`src/rtl/ulpi_hs_negotiator.sv`:
```
`default_nettype none
// ============================================================================
// Module   : ulpi_hs_negotiator
// Purpose  : Device-side USB 2.0 high-speed detection handshake over ULPI.
//            Programs the PHY, waits out bus reset, drives chirp-K, counts
//            host K/J chirp pairs and settles in HS, FS fallback or FAIL.
// Revision : 1.0 - initial release
// ============================================================================
module ulpi_hs_negotiator #(
    parameter int TICK_DIV           = 6,
    parameter int CNT_W              = 17,
    parameter int STARTUP_TICKS      = 65000,
    parameter int SE0_TICKS          = 25,
    parameter int CHIRP_K_TICKS      = 20000,
    parameter int JK_TICKS           = 30,
    parameter int JK_PAIRS           = 3,
    parameter int HOST_TIMEOUT_TICKS = 20000,
    parameter int MAX_RETRY          = 2
) (
    input  logic       CLK_60M,
    input  logic       NRST_A_USB,
    input  logic       START,
    input  logic       ULPI_READY,
    input  logic [7:0] RXCMD,
    output logic       REG_EN,
    output logic       REG_RW,
    output logic [5:0] REG_ADDR,
    output logic [7:0] REG_DATA,
    input  logic       REG_DONE,
    input  logic       REG_FAIL,
    output logic       TX_START_END,
    input  logic       TX_FAIL,
    output logic       HS_MODE,
    output logic       FS_MODE,
    output logic       BUSY,
    output logic       FAIL,
    output logic [7:0] STATE
);

    typedef enum logic [7:0] {
        S_IDLE     = 8'd0,
        S_WR_OTG   = 8'd1,
        S_STARTUP  = 8'd2,
        S_WR_FS    = 8'd3,
        S_DET_SE0  = 8'd4,
        S_WR_CHIRP = 8'd5,
        S_CHIRP_K  = 8'd6,
        S_DET_K    = 8'd7,
        S_DET_J    = 8'd8,
        S_WR_HS    = 8'd9,
        S_HS_DONE  = 8'd10,
        S_WR_FS_FB = 8'd11,
        S_FS_DONE  = 8'd12,
        S_FAIL     = 8'h55
    } state_t;

    localparam int               c_DIV_W      = (TICK_DIV > 1) ? $clog2(TICK_DIV) : 1;
    localparam logic [c_DIV_W-1:0] c_div_last = c_DIV_W'(TICK_DIV - 1);
    localparam logic [CNT_W-1:0] c_startup    = CNT_W'(STARTUP_TICKS);
    localparam logic [CNT_W-1:0] c_se0        = CNT_W'(SE0_TICKS);
    localparam logic [CNT_W-1:0] c_chirp      = CNT_W'(CHIRP_K_TICKS);
    localparam logic [CNT_W-1:0] c_jk         = CNT_W'(JK_TICKS);
    localparam logic [CNT_W-1:0] c_timeout    = CNT_W'(HOST_TIMEOUT_TICKS);
    localparam logic [7:0]       c_pairs      = 8'(JK_PAIRS);
    localparam logic [7:0]       c_max_retry  = 8'(MAX_RETRY);

    state_t             r_state;
    logic [c_DIV_W-1:0] r_div;
    logic [1:0]         r_ls;
    logic [CNT_W-1:0]   r_tcnt;
    logic [CNT_W-1:0]   r_host;
    logic [7:0]         r_pair;
    logic [7:0]         r_retry;
    logic               r_reg_en;
    logic               r_reg_rw;
    logic [5:0]         r_reg_addr;
    logic [7:0]         r_reg_data;
    logic               r_tx;
    logic               r_hs;
    logic               r_fs;
    logic               r_busy;
    logic               r_fail;

    state_t             w_next;
    logic               w_tick;
    logic               w_clr;
    logic               w_chirp_end;
    logic               w_retry_inc;
    logic               w_pair_inc;
    logic               w_restart;
    logic               w_host_run;
    logic               w_wr;
    logic [5:0]         w_addr;
    logic [7:0]         w_data;
    logic               w_unused_rxcmd;

    // Only LineState is consumed; the remaining RXCMD bits are deliberately ignored.
    assign w_unused_rxcmd = ^RXCMD[7:2];

    assign w_tick     = (r_div == c_div_last);
    assign w_host_run = (r_state == S_DET_K) || (r_state == S_DET_J);

    // Free-running tick divider.
    always_ff @(posedge CLK_60M or negedge NRST_A_USB) begin
        if (!NRST_A_USB) begin
            r_div <= '0;
        end else if (w_tick) begin
            r_div <= '0;
        end else begin
            r_div <= r_div + 1'b1;
        end
    end

    // Single register stage on LineState before any decision uses it.
    always_ff @(posedge CLK_60M or negedge NRST_A_USB) begin
        if (!NRST_A_USB) begin
            r_ls <= 2'b00;
        end else begin
            r_ls <= RXCMD[1:0];
        end
    end

    // Next-state decision and the side effects that accompany each transition.
    always_comb begin
        w_next      = r_state;
        w_clr       = 1'b0;
        w_chirp_end = 1'b0;
        w_retry_inc = 1'b0;
        w_pair_inc  = 1'b0;
        w_restart   = 1'b0;
        case (r_state)
            S_IDLE: begin
                if (START) w_next = S_WR_OTG;
            end
            S_WR_OTG: begin
                if (REG_FAIL)      w_next = S_FAIL;
                else if (REG_DONE) w_next = S_STARTUP;
            end
            S_STARTUP: begin
                if (r_tcnt >= c_startup) w_next = S_WR_FS;
            end
            S_WR_FS: begin
                if (REG_FAIL)      w_next = S_FAIL;
                else if (REG_DONE) w_next = S_DET_SE0;
            end
            S_DET_SE0: begin
                if (!((r_ls == 2'b00) && ULPI_READY)) w_clr  = 1'b1;
                else if (r_tcnt > c_se0)              w_next = S_WR_CHIRP;
            end
            S_WR_CHIRP: begin
                if (REG_FAIL)      w_next = S_FAIL;
                else if (REG_DONE) w_next = S_CHIRP_K;
            end
            S_CHIRP_K: begin
                // A transmit failure aborts the chirp; retry from bus-reset detection.
                if (TX_FAIL) begin
                    if (r_retry < c_max_retry) begin
                        w_retry_inc = 1'b1;
                        w_next      = S_DET_SE0;
                    end else begin
                        w_next = S_FAIL;
                    end
                end else if (r_tcnt >= c_chirp) begin
                    w_chirp_end = 1'b1;
                    w_next      = S_DET_K;
                end
            end
            S_DET_K: begin
                if (r_host >= c_timeout) w_next = S_WR_FS_FB;
                else if (r_ls != 2'b10)  w_clr  = 1'b1;
                else if (r_tcnt > c_jk)  w_next = S_DET_J;
            end
            S_DET_J: begin
                // Timeout wins even if the final J completes on the same cycle.
                if (r_host >= c_timeout) begin
                    w_next = S_WR_FS_FB;
                end else if (r_ls != 2'b01) begin
                    w_clr = 1'b1;
                end else if (r_tcnt > c_jk) begin
                    w_pair_inc = 1'b1;
                    w_next     = ((r_pair + 8'd1) == c_pairs) ? S_WR_HS : S_DET_K;
                end
            end
            S_WR_HS: begin
                if (REG_FAIL)      w_next = S_FAIL;
                else if (REG_DONE) w_next = S_HS_DONE;
            end
            S_WR_FS_FB: begin
                if (REG_FAIL)      w_next = S_FAIL;
                else if (REG_DONE) w_next = S_FS_DONE;
            end
            S_HS_DONE, S_FS_DONE, S_FAIL: begin
                if (START) begin
                    w_restart = 1'b1;
                    w_next    = S_WR_OTG;
                end
            end
            default: w_next = S_IDLE;
        endcase
    end

    // Register-write payload for the state being entered.
    always_comb begin
        w_wr   = 1'b1;
        w_addr = 6'h04;
        w_data = 8'h00;
        case (w_next)
            S_WR_OTG:            begin w_addr = 6'h0A; w_data = 8'h00; end
            S_WR_FS, S_WR_FS_FB: begin w_data = 8'h45; end
            S_WR_CHIRP:          begin w_data = 8'h54; end
            S_WR_HS:             begin w_data = 8'h40; end
            default:             begin w_wr = 1'b0; w_addr = 6'h00; end
        endcase
    end

    // FSM state, timers, counters and registered outputs.
    always_ff @(posedge CLK_60M or negedge NRST_A_USB) begin
        if (!NRST_A_USB) begin
            r_state    <= S_IDLE;
            r_tcnt     <= '0;
            r_host     <= '0;
            r_pair     <= '0;
            r_retry    <= '0;
            r_reg_en   <= 1'b0;
            r_reg_rw   <= 1'b0;
            r_reg_addr <= '0;
            r_reg_data <= '0;
            r_tx       <= 1'b0;
            r_hs       <= 1'b0;
            r_fs       <= 1'b0;
            r_busy     <= 1'b0;
            r_fail     <= 1'b0;
        end else begin
            r_state <= w_next;

            // Tick counter restarts on every state entry and on a line-state violation.
            if ((w_next != r_state) || w_clr) begin
                r_tcnt <= '0;
            end else if (w_tick && (r_tcnt != '1)) begin
                r_tcnt <= r_tcnt + 1'b1;
            end

            if (w_chirp_end) begin
                r_host <= '0;
            end else if (w_host_run && w_tick && (r_host != '1)) begin
                r_host <= r_host + 1'b1;
            end

            if (w_restart) begin
                r_retry <= '0;
                r_pair  <= '0;
            end else begin
                if (w_retry_inc) r_retry <= r_retry + 8'd1;
                if (w_chirp_end)     r_pair <= '0;
                else if (w_pair_inc) r_pair <= r_pair + 8'd1;
            end

            r_reg_en   <= w_wr;
            r_reg_rw   <= w_wr;
            r_reg_addr <= w_addr;
            r_reg_data <= w_data;
            // Strobe on the first chirp-K cycle and again when the chirp ends.
            r_tx       <= w_chirp_end || ((w_next == S_CHIRP_K) && (r_state != S_CHIRP_K));
            r_hs       <= (w_next == S_HS_DONE);
            r_fs       <= (w_next == S_FS_DONE);
            r_fail     <= (w_next == S_FAIL);
            r_busy     <= !((w_next == S_IDLE) || (w_next == S_HS_DONE) ||
                            (w_next == S_FS_DONE) || (w_next == S_FAIL));
        end
    end

    assign REG_EN       = r_reg_en;
    assign REG_RW       = r_reg_rw;
    assign REG_ADDR     = r_reg_addr;
    assign REG_DATA     = r_reg_data;
    assign TX_START_END = r_tx;
    assign HS_MODE      = r_hs;
    assign FS_MODE      = r_fs;
    assign BUSY         = r_busy;
    assign FAIL         = r_fail;
    assign STATE        = r_state;

endmodule
`default_nettype wire

```
`config.mk`:
```
export PLATFORM = sky130hd
export DESIGN_NAME = ulpi_hs_negotiator
export DESIGN_NICKNAME = d
export VERILOG_FILES = /design/src/rtl/ulpi_hs_negotiator.sv
export SDC_FILE = /design/constraint.sdc
export NUM_CORES = 1
export LEC_CHECK = 0
export BUFFER_PORTS_ARGS = -buffer_cell sky130_fd_sc_hd__clkbuf_2
export CORE_MARGIN = 2
export CORE_UTILIZATION = 50
export CTS_CLUSTER_SIZE = 25
export DETAILED_ROUTE_END_ITERATION = 12
export HOLD_SLACK_MARGIN = 0.15
export PLACE_DENSITY_LB_ADDON = 0.2
export SLEW_MARGIN = 20
export SYNTH_ARGS = -nofsm -noshare
export SYNTH_HDL_FRONTEND = slang
export SYNTH_SLANG_ARGS = --single-unit
```
`constraint.sdc`:
```
create_clock -name CLK_60M -period 4 [get_ports CLK_60M]
set_input_delay 0.8 -clock CLK_60M [delete_from_list [all_inputs] [get_ports CLK_60M]]
set_output_delay 0.8 -clock CLK_60M [all_outputs]
set_load 0.02 [all_outputs]
```
==> results.yml, run 1 <==
clock_tree:
  ctsHoldBuffers: 0
  cts_buffers: 9
  clock_latency_ns: 0.35
  cts_root_buf: "clkbuf_8"
  h-tree-depth: 3
  tritoncts: "done"
  cts-resized-gates: 0
  clkSinkCount: 74
  post_cts_buffers: 0
  path_clk_slew_ns: 0.09
  clockBufferDepth: 2
drt:
  postRouteAntennaNets: 0
  drt-total-wl_um: 8870
  num_vias: 3448
  vias_per_cell: 5.74
  dr.pass1.iters: 5
  drt-initial-drc-count: 219
  post_drt_wl_per_cell_um: 14.8
  route.detailed.drc: 0
sta:
  finalCritPeriodShare: 0.797
  max_freq_ghz: 0.314
  worst_pin_slew_ns: 0.892
  tns_ns: 0
  skew_ns: 0.0159
  setup_viol: 0
  maxSlewHeadroom: 0.405
  layout_min_cycle_time_ns: 3.19
  slew_violations: 0
  hold_violations: 0
  rsz0062_at_grt: "no"
global_route:
  busiest_layer: "met2"
  grt_pass1_vias: 3229
  overflow: 0
  grt_pass1_wl_um: 15100
  grt_use_met2: 0.333
  grt_antenna_before_repair: 0
  grt_util_met1: 0.279
  grt_use_total: 0.208
  grt_max_degree: 75
  groute.layer.met3.usage: 0.0520
place:
  place_hpwl_um: 6290
  io_buffers: 30
  postPlaceCellArea_um2: 4460
  place.gp.congestion: 0.873
setup_path:
  cp_top_family: "simple AND/OR/NAND/NOR gates"
  reg2regPathDepth: 8
  end_kind: "flip-flop"
  start_kind: "flip-flop"
  cp_cell_sequence: "or4_1 > nor3_4 > nand2_2 > or3_1 > o21a_1 > xnor2_1 > a211o_1 > nor3_1"
  arrival_ns: 3.43
  reg2reg_from: "STATE[5]$_DFF_PN0_"
  cp_num_cells: 8
  path_max_fanout: 17
  worstReg2RegEnd: "r_tcnt[3]$_DFFE_PN0P_"
  slowest_delay_ns: 0.61
  slowest_stage: "or4_1"
  critical_path_required_ns: 4.25
  path_buf_inv: 0
  reg2reg_slack_ns: 0.81
  path_class: "reg2reg"
floorplanning:
  dieArea_um2: 9310
  start_util: 0.518
  ioPinCount: 44
  die-width_um: 96.5
  num_rows: 33
  fp.dieH_um: 96.5
  core_area_um2: 8260
logic_synthesis:
  synth_edf_count: 0
  synthFlopType: "dfrtp_1"
  ys_seq_area_frac: 0.433
  avgSynthCellArea_um2: 9.22
  synthArstFlopShare: 1.00
  syn-cell-area_um2: 4280
  ys_types: 69
  ys_seq_elements: 74
  yosys_warnings: 0
  synth_cells: 464
pwr:
  power_density_nw_per_um2: 303
  leakagePower_nw: 2.01
  vdd.ir_drop.worst_uv: 168
final_layout:
  synthToLayoutAreaGrowth_pct: 8.69
  antenna_cells: 0
  fin_area_um2: 4650
  finish.net_count: 516
  drive_above_1_share: 0.133
hold_path:
  hold_path.startpoint: "r_div[0]$_DFF_PN0_"
  min_to: "r_div[0]$_DFF_PN0_"
  hold_path.class: "reg2reg"
  worstHoldPathCells: 1
run_status:
  status: "finished clean"
flow_run:
  drv_cap: 0
-- state kept, by name (all words and copies together), names as in the netlist --
| signal | count |
|---|---|
| r_div | 3 |
| REG_ADDR | 2 |
| BUSY | 1 |
| STATE | 8 |
| r_tcnt | 17 |
| r_host | 17 |
| TX_START_END | 1 |
| r_ls | 2 |
| HS_MODE | 1 |
| REG_RW | 1 |
| r_pair | 8 |
| FS_MODE | 1 |
| r_retry | 8 |
| REG_DATA | 3 |
| FAIL | 1 |
-- cell type report --
| type | instances | area (um^2) |
|---|---|---|
| Clock inverter | 7 | 60.1 |
| Multi-Input combinational cell | 351 | 2210 |
| Timing Repair Buffer | 36 | 198 |
| Tap cell | 105 | 131 |
| Fill cell | 753 | 3610 |
| Sequential cell | 74 | 1850 |
| Clock buffer | 9 | 124 |
| Inverter | 19 | 71.3 |
-- power breakdown --
part	leakage [nW]	internal (W)	switching, W
sequential	0.887	0.000755	0.0000139
combinational	1.04	0.0000297	0.0000723
clock	0.0844	0.000235	0.000304
-- metal layers --
layer,share of wire,wire length (um)
met4,0.0071,63
met3,0.044,391
met2,0.48,4260
met5,0,0
met1,0.47,4150
-- through the flow --
step	instances	worst slack, ns	power [W]	hold WS, ns	util
after detailed placement	585	0.827	0.000887	0.489	0.541
final	601	0.812	0.00141	0.505	0.563
after global placement	585	0.859	0.000886	0.480	0.541
after global routing	601	0.509	0.00148	0.534	0.563
after floorplan	472	1.15	0.000852	0.464	-
after CTS	601	0.790	0.00143	0.510	0.563
-- cells in the final DEF, fill, tap and decap left out, types with 3 or more instances in the layout --
cell type | Yosys | layout
dfrtp_1 | 74 | 74
nor2_1 | 45 | 45
nand2_1 | 36 | 36
nor3_1 | 35 | 35
clkbuf_2 | 1 | 29
xor2_1 | 22 | 22
nand3_1 | 22 | 22
inv_1 | 19 | 19
o21ai_0 | 16 | 16
a21oi_1 | 16 | 16
xnor2_1 | 16 | 16
nand4_1 | 11 | 11
ha_1 | 10 | 10
conb_1 | 1 | 9
nor4_1 | 9 | 9
nor2b_1 | 9 | 9
clkbuf_8 | 0 | 9
and3_1 | 7 | 7
buf_4 | 12 | 7
or3_1 | 6 | 6
o31ai_1 | 5 | 5
nand2b_1 | 4 | 4
nand3b_1 | 4 | 4
a21o_1 | 4 | 4
a211o_1 | 4 | 4
nor4b_1 | 3 | 3
o21bai_1 | 3 | 3
o2111ai_1 | 3 | 3
o21a_1 | 3 | 3
a31oi_1 | 3 | 3
mux2i_1 | 3 | 3
clkinvlp_4 | 0 | 3
-- cell usage after synthesis (3+ instances only) --
library cell	count	area share
a31oi_1	3	0.0044
nand3b_1	4	0.0070
o2111ai_1	3	0.0061
nand2b_1	4	0.0059
a21o_1	4	0.0070
mux2i_1	3	0.0070
o21ai_0	16	0.019
inv_1	19	0.017
nor2_1	45	0.039
ha_1	10	0.029
or3_1	6	0.0088
o21a_1	3	0.0053
and3_1	7	0.010
nor4_1	9	0.013
a211o_1	4	0.0082
o31ai_1	5	0.0088
nand3_1	22	0.026
o21bai_1	3	0.0053
nor3_1	35	0.041
dfrtp_1	74	0.43
xnor2_1	16	0.033
xor2_1	22	0.045
clkbuf_1	4	0.0035
nor2b_1	9	0.013
nor4b_1	3	0.0061
buf_2	10	0.012
nand2_1	36	0.032
a21oi_1	16	0.019
nand4_1	11	0.016
buf_4	12	0.021
-- cells by family after synthesis --
group,after synthesis,share of synthesized area
DFF,74,0.433
adders and majority gates,10,0.0293
and+or+nand+nor,211,0.264
muxes,3,0.00702
AOI/OAI and AO/OA,80,0.131
other,1,0.000877
buffers and inverters,47,0.0568
xor gates and xnor gates,38,0.0778
-- how the worst max path moves through the flow --
stage	slack (ns)	to	start
2_1_floorplan	1.15	r_tcnt[10]$_DFFE_PN0P_	STATE[5]$_DFF_PN0_
3_3_place_gp	0.86	r_tcnt[1]$_DFFE_PN0P_	STATE[5]$_DFF_PN0_
3_5_place_dp	0.83	r_tcnt[11]$_DFFE_PN0P_	STATE[5]$_DFF_PN0_
4_1_cts	0.79	r_tcnt[3]$_DFFE_PN0P_	STATE[5]$_DFF_PN0_
5_1_grt	0.51	r_tcnt[0]$_DFFE_PN0P_	r_tcnt[8]$_DFFE_PN0P_
6_report	0.81	r_tcnt[3]$_DFFE_PN0P_	STATE[5]$_DFF_PN0_
No activity file was read; power rests on OpenSTA's default activity.
==> inputs of run 2 (changes only) <==
==> constraint.sdc (replaced) <==
create_clock -name CLK_60M -period 3.1 [get_ports CLK_60M]
set_input_delay 0.62 -clock CLK_60M [delete_from_list [all_inputs] [get_ports CLK_60M]]
set_output_delay 0.62 -clock CLK_60M [all_outputs]
set_load 0.02 [all_outputs]
==> results.yml, run 2 (same netlist as run 1, synthesis figures left out) <==
sta:
  worst_pin_slew_ns: 0.893
  setup_viol: 0
  layout_setup_ws_ns: 0.139
  skew_ns: 0.0122
  hold_violations: 0
  slew_violations: 0
  maxSlewHeadroom: 0.405
  max_freq_ghz: 0.338
  finalCritPeriodShare: 0.955
  layout_min_cycle_time_ns: 2.96
global_route:
  grt_pass1_vias: 3274
  grt_antenna_before_repair: 0
  grt_pass1_wl_um: 15600
  overflow: 0
  grt_max_degree: 75
  grt_use_total: 0.216
setup_path:
  path_max_fanout: 5
  start_kind: "flip-flop"
  critical_path_required_ns: 3.39
  end_kind: "flip-flop"
  path_class: "reg2reg"
  arrival_ns: 3.25
final_layout:
  postLayoutCoreUtil: 0.585
  fin_cells: 615
  fin_area_um2: 4830
  fillers: 732
  finish.net_count: 530
  drive_above_1_share: 0.165
  antenna_cells: 0
  synthToLayoutAreaGrowth_pct: 13.0
  final_common_cell: "dfrtp_1"
  final_cell_mix: "dfrtp_1, nor2_1, nand2_1"
  reg.largest.list: "r_host (17), r_tcnt (17)"
place:
  postPlaceCellArea_um2: 4570
  post-place-ws_ns: 0.121
  place_hpwl_um: 6540
  io_buffers: 30
  place.gp.congestion: 0.940
  dpl.cell_count: 599
clock_tree:
  tritoncts: "done"
  clkSinkCount: 74
  path_clk_slew_ns: 0.09
  ctsHoldBuffers: 0
  clockBufferDepth: 2
  clock_latency_ns: 0.36
  post_cts_buffers: 0
  cts_buffers: 9
  cts_root_buf: "clkbuf_8"
  h-tree-depth: 3
drt:
  num_vias: 3523
  drt-total-wl_um: 9230
  drt-initial-drc-count: 258
  vias_per_cell: 5.73
  post_drt_wl_per_cell_um: 15.0
  dr.pass1.iters: 5
  route.detailed.drc: 0
  postRouteAntennaNets: 0
pwr:
  vdd.ir_drop.worst_uv: 231
  power_density_nw_per_um2: 427
  finalPower_w: 0.00206
  leakagePower_nw: 2.12
run_status:
  status: "finished clean"
floorplanning:
  ioPinCount: 44
  fp.dieH_um: 96.5
  dieArea_um2: 9310
  num_rows: 33
  core_area_um2: 8260
  die-width_um: 96.5
  start_util: 0.518
hold_path:
  hold_path.class: "in2async"
flow_run:
  drv_cap: 0
## run 2: power breakdown
| part | switching (W) | internal, W | total [W] | leakage [nW] |
|---|---|---|---|---|
| sequential | 0.0000117 | 0.000974 | 0.000986 | 0.887 |
| combinational | 0.000102 | 0.0000444 | 0.000147 | 1.11 |
| clock | 0.000389 | 0.000543 | 0.000932 | 0.121 |
## run 2: repair_timing
| item | 4_1_cts | 5_1_grt |
|---|---|---|
| hold endpoints to repair | 0 | 0 |
| endpoints found under the setup margin | 0 | 13 |
| resized for setup | 0 | 4 |
## run 2: layout make-up
| type | instances | area (um^2) | area share |
|---|---|---|---|
| clock inverter | 7 | 124 | 0.0256 |
| multi-input combinational | 351 | 2230 | 0.461 |
| clock buffer | 9 | 124 | 0.0256 |
| timing repair buffer | 50 | 303 | 0.0627 |
| sequential | 74 | 1850 | 0.383 |
| tap | 105 | 131 | 0.0272 |
| inverter | 19 | 71.3 | 0.0148 |
## run 2: layer usage
metal	vias up	share of wire	GRT usage
li1	1727	-	-
met1	1692	0.47	0.301
met2	93	0.47	0.339
met3	11	0.049	0.0434
met4	0	0.013	0.0669
met5	-	0	0
## run 2: worst max-delay path: stages, from the launching register on
cell and delay [ns]:
dfrtp_1 0.40, inv_1 0.09, ha_1 0.20, and4b_1 0.19
nand4_1 0.13, nand3_1 0.19, or2_1 0.30, o31ai_1 0.36
nor2b_2 0.31, inv_1 0.12, or4_4 0.45, a21oi_1 0.16
## run 2: worst paths after layout
path                                          endpoint  slack, ns             startpoint  depth (start not counted)
worst min-delay path            r_tcnt[13]$_DFFE_PN0P_       0.39             NRST_A_USB                          1
worst max register to register        REG_RW$_DFF_PN0_       0.14  r_host[0]$_DFFE_PN0P_                         11
min in group CLK_60M                 r_ls[0]$_DFF_PN0_       0.39               RXCMD[0]                          1
max in group asynchronous        r_host[5]$_DFFE_PN0P_       2.14             NRST_A_USB                          1
worst min register to register      r_div[2]$_DFF_PN0_       0.50     r_div[2]$_DFF_PN0_                          1
worst max-delay path                  REG_RW$_DFF_PN0_       0.14  r_host[0]$_DFFE_PN0P_                         11
## run 2: per-stage QoR
| stage | hold slack [ns] | setup TNS [ns] |
|---|---|---|
| global placement | 0.477 | 0 |
| floorplan | 0.324 | 0 |
| CTS | 0.375 | 0 |
| global route | 0.380 | -0.0419 |
| detailed placement | 0.487 | 0 |
| finish | 0.385 | 0 |
==> inputs of run 3 (changes only) <==
--- a/config.mk
+++ b/config.mk
@@ -6,12 +6,14 @@
 export NUM_CORES = 1
 export LEC_CHECK = 0
 export BUFFER_PORTS_ARGS = -buffer_cell sky130_fd_sc_hd__clkbuf_2
+export CORE_ASPECT_RATIO = 1.5
 export CORE_MARGIN = 2
 export CORE_UTILIZATION = 50
 export CTS_CLUSTER_SIZE = 25
 export DETAILED_ROUTE_END_ITERATION = 12
 export HOLD_SLACK_MARGIN = 0.15
 export PLACE_DENSITY_LB_ADDON = 0.2
+export RECOVER_POWER = 50
 export SLEW_MARGIN = 20
 export SYNTH_ARGS = -nofsm -noshare
 export SYNTH_HDL_FRONTEND = slang
==> results.yml, run 3 (same netlist as run 1, synthesis figures left out) <==
global_route:
  grt_max_degree: 75
  grt_use_total: 0.231
  grt_pass1_vias: 3517
  overflow: 0
  grt_antenna_before_repair: 0
  grt_pass1_wl_um: 16600
sta:
  setup_viol: 0
  layout_setup_ws_ns: 0.235
  finalCritPeriodShare: 0.924
  skew_ns: 0.00615
  worst_pin_slew_ns: 1.81
  maxSlewHeadroom: -0.205
  layout_min_cycle_time_ns: 2.86
  tns_ns: 0
  slew_violations: 75
  max_freq_ghz: 0.349
  hold_violations: 0
  rsz0062_at_grt: "no"
floorplanning:
  dieArea_um2: 9320
  num_rows: 41
  ioPinCount: 44
  die-width_um: 79.5
  core_area_um2: 8360
  start_util: 0.511
  fp.dieH_um: 117
drt:
  wl_met3_um: 457
  drt-initial-drc-count: 297
  route.detailed.drc: 0
  postRouteAntennaNets: 0
  vias_per_cell: 5.76
  dr.pass1.iters: 4
  wl_met1_um: 3920
  wl_met2_um: 5290
  num_vias: 3577
  post_drt_wl_per_cell_um: 16.1
  drt-total-wl_um: 10000
  top_layer_used: "met4"
hold_path:
  hold_path.startpoint: "RXCMD[0]"
  min_to: "r_ls[0]$_DFF_PN0_"
  hold_path.class: "in2reg"
  worstHoldPathCells: 1
setup_path:
  worstReg2RegEnd: "r_tcnt[1]$_DFFE_PN0P_"
  cp-startpoint: "r_tcnt[8]$_DFFE_PN0P_"
  slowest_delay_ns: 0.47
  arrival_ns: 3.11
  reg2reg_from: "r_tcnt[8]$_DFFE_PN0P_"
  reg2reg_slack_ns: 0.24
  path_class: "reg2reg"
  start_kind: "flip-flop"
  end_kind: "flip-flop"
  reg2regPathDepth: 8
  slowest_stage: "a211o_1"
  path_max_fanout: 17
  critical_path_required_ns: 3.35
  cp_cell_sequence: "nor4_2 > nand4_1 > a21o_1 > o221a_2 > o21a_1 > xnor2_1 > a211o_1 > nor3_1"
place:
  post-place-ws_ns: 0.109
  place_hpwl_um: 7270
  io_buffers: 30
  postPlaceCellArea_um2: 4610
  place.gp.congestion: 0.987
clock_tree:
  cts_buffers: 9
  tritoncts: "done"
  path_clk_slew_ns: 0.05
  ctsHoldBuffers: 0
  cts_root_buf: "clkbuf_16"
  h-tree-depth: 3
  post_cts_buffers: 0
  clockBufferDepth: 2
  clkSinkCount: 74
  clock_latency_ns: 0.34
final_layout:
  antenna_cells: 0
  reg.largest.list: "r_host (17), r_tcnt (17)"
  drive_above_1_share: 0.161
  final_common_cell: "dfrtp_1"
  synthToLayoutAreaGrowth_pct: 14.7
  final_cell_mix: "dfrtp_1, nor2_1, nand2_1"
  fin_area_um2: 4910
  postLayoutCoreUtil: 0.587
  fillers: 740
  finish.net_count: 535
run_status:
  status: "finished, violations left"
  failed_checks: "capacitance limit, slew limit"
pwr:
  finalPower_w: 0.00213
  power_density_nw_per_um2: 435
  vdd.ir_drop.worst_uv: 318
  leakagePower_nw: 2.16
flow_run:
  drv_cap: 1
## run 3: cell types whose count changed in the layout (fill, tap and decap cells not counted), sizes merged
cell,previous run,this run
buf,21,25
bufinv,3,0
clkbuf,38,43
clkinv,0,2
clkinvlp,1,0
inv,22,19
## run 3: area by class of cell
| cell class | instances | area [um^2] | area share |
|---|---|---|---|
| clock buffers | 13 | 280 | 0.0571 |
| clock inverters | 2 | 10.0 | 0.00204 |
| inverters | 19 | 71.3 | 0.0145 |
| multi-input cells | 351 | 2230 | 0.454 |
| flip-flops and latches | 74 | 1850 | 0.377 |
| well taps | 107 | 134 | 0.0273 |
| repair buffers | 55 | 333 | 0.0678 |
## run 3: repair_timing
| action | CTS | global route |
|---|---|---|
| endpoints found under the setup margin | 0 | 29 |
| hold endpoints to repair | 0 | 0 |
| gates resized for setup | 0 | 4 |
## run 3: layer usage
metal | GRT usage | vias up
li1 | - | 1730
met1 | 0.260 | 1718
met2 | 0.412 | 101
met3 | 0.0330 | 28
met4 | 0.139 | 0
met5 | 0 | -
## run 3: report_power, final
part           switching [W]  internal, W  total, W
registers          0.0000118     0.000977  0.000989
logic               0.000105    0.0000449  0.000150
clock network       0.000374     0.000621  0.000995
total               0.000491      0.00164   0.00213
## run 3: worst max-delay path by stage
stage | end | slack (ns) | depth (start not counted)
after floorplan | r_tcnt[10]$_DFFE_PN0P_ | 0.25 | 11
after global placement | r_tcnt[13]$_DFFE_PN0P_ | 0.19 | 9
after detailed placement | r_pair[5]$_DFFE_PN0P_ | 0.11 | 8
after CTS | r_pair[5]$_DFFE_PN0P_ | 0.09 | 8
after global routing | REG_RW$_DFF_PN0_ | 0.002 | 9
final | r_tcnt[1]$_DFFE_PN0P_ | 0.24 | 8
## run 3: through the flow
stage / hold WS, ns / std cells
2_1_floorplan: 0.324 / 472
3_3_place_gp: 0.477 / 606
3_5_place_dp: 0.493 / 606
4_1_cts: 0.378 / 621
5_1_grt: 0.381 / 621
6_report: 0.386 / 621
## run 3: worst max-delay path: cells and delay by family, from the launching register on
family | cells | cell delay [ns]
flip-flops | 1 | 0.42
AO/OA/AOI/OAI | 4 | 1.24
AND/OR/NAND/NOR | 3 | 0.98
XOR/XNOR | 1 | 0.13
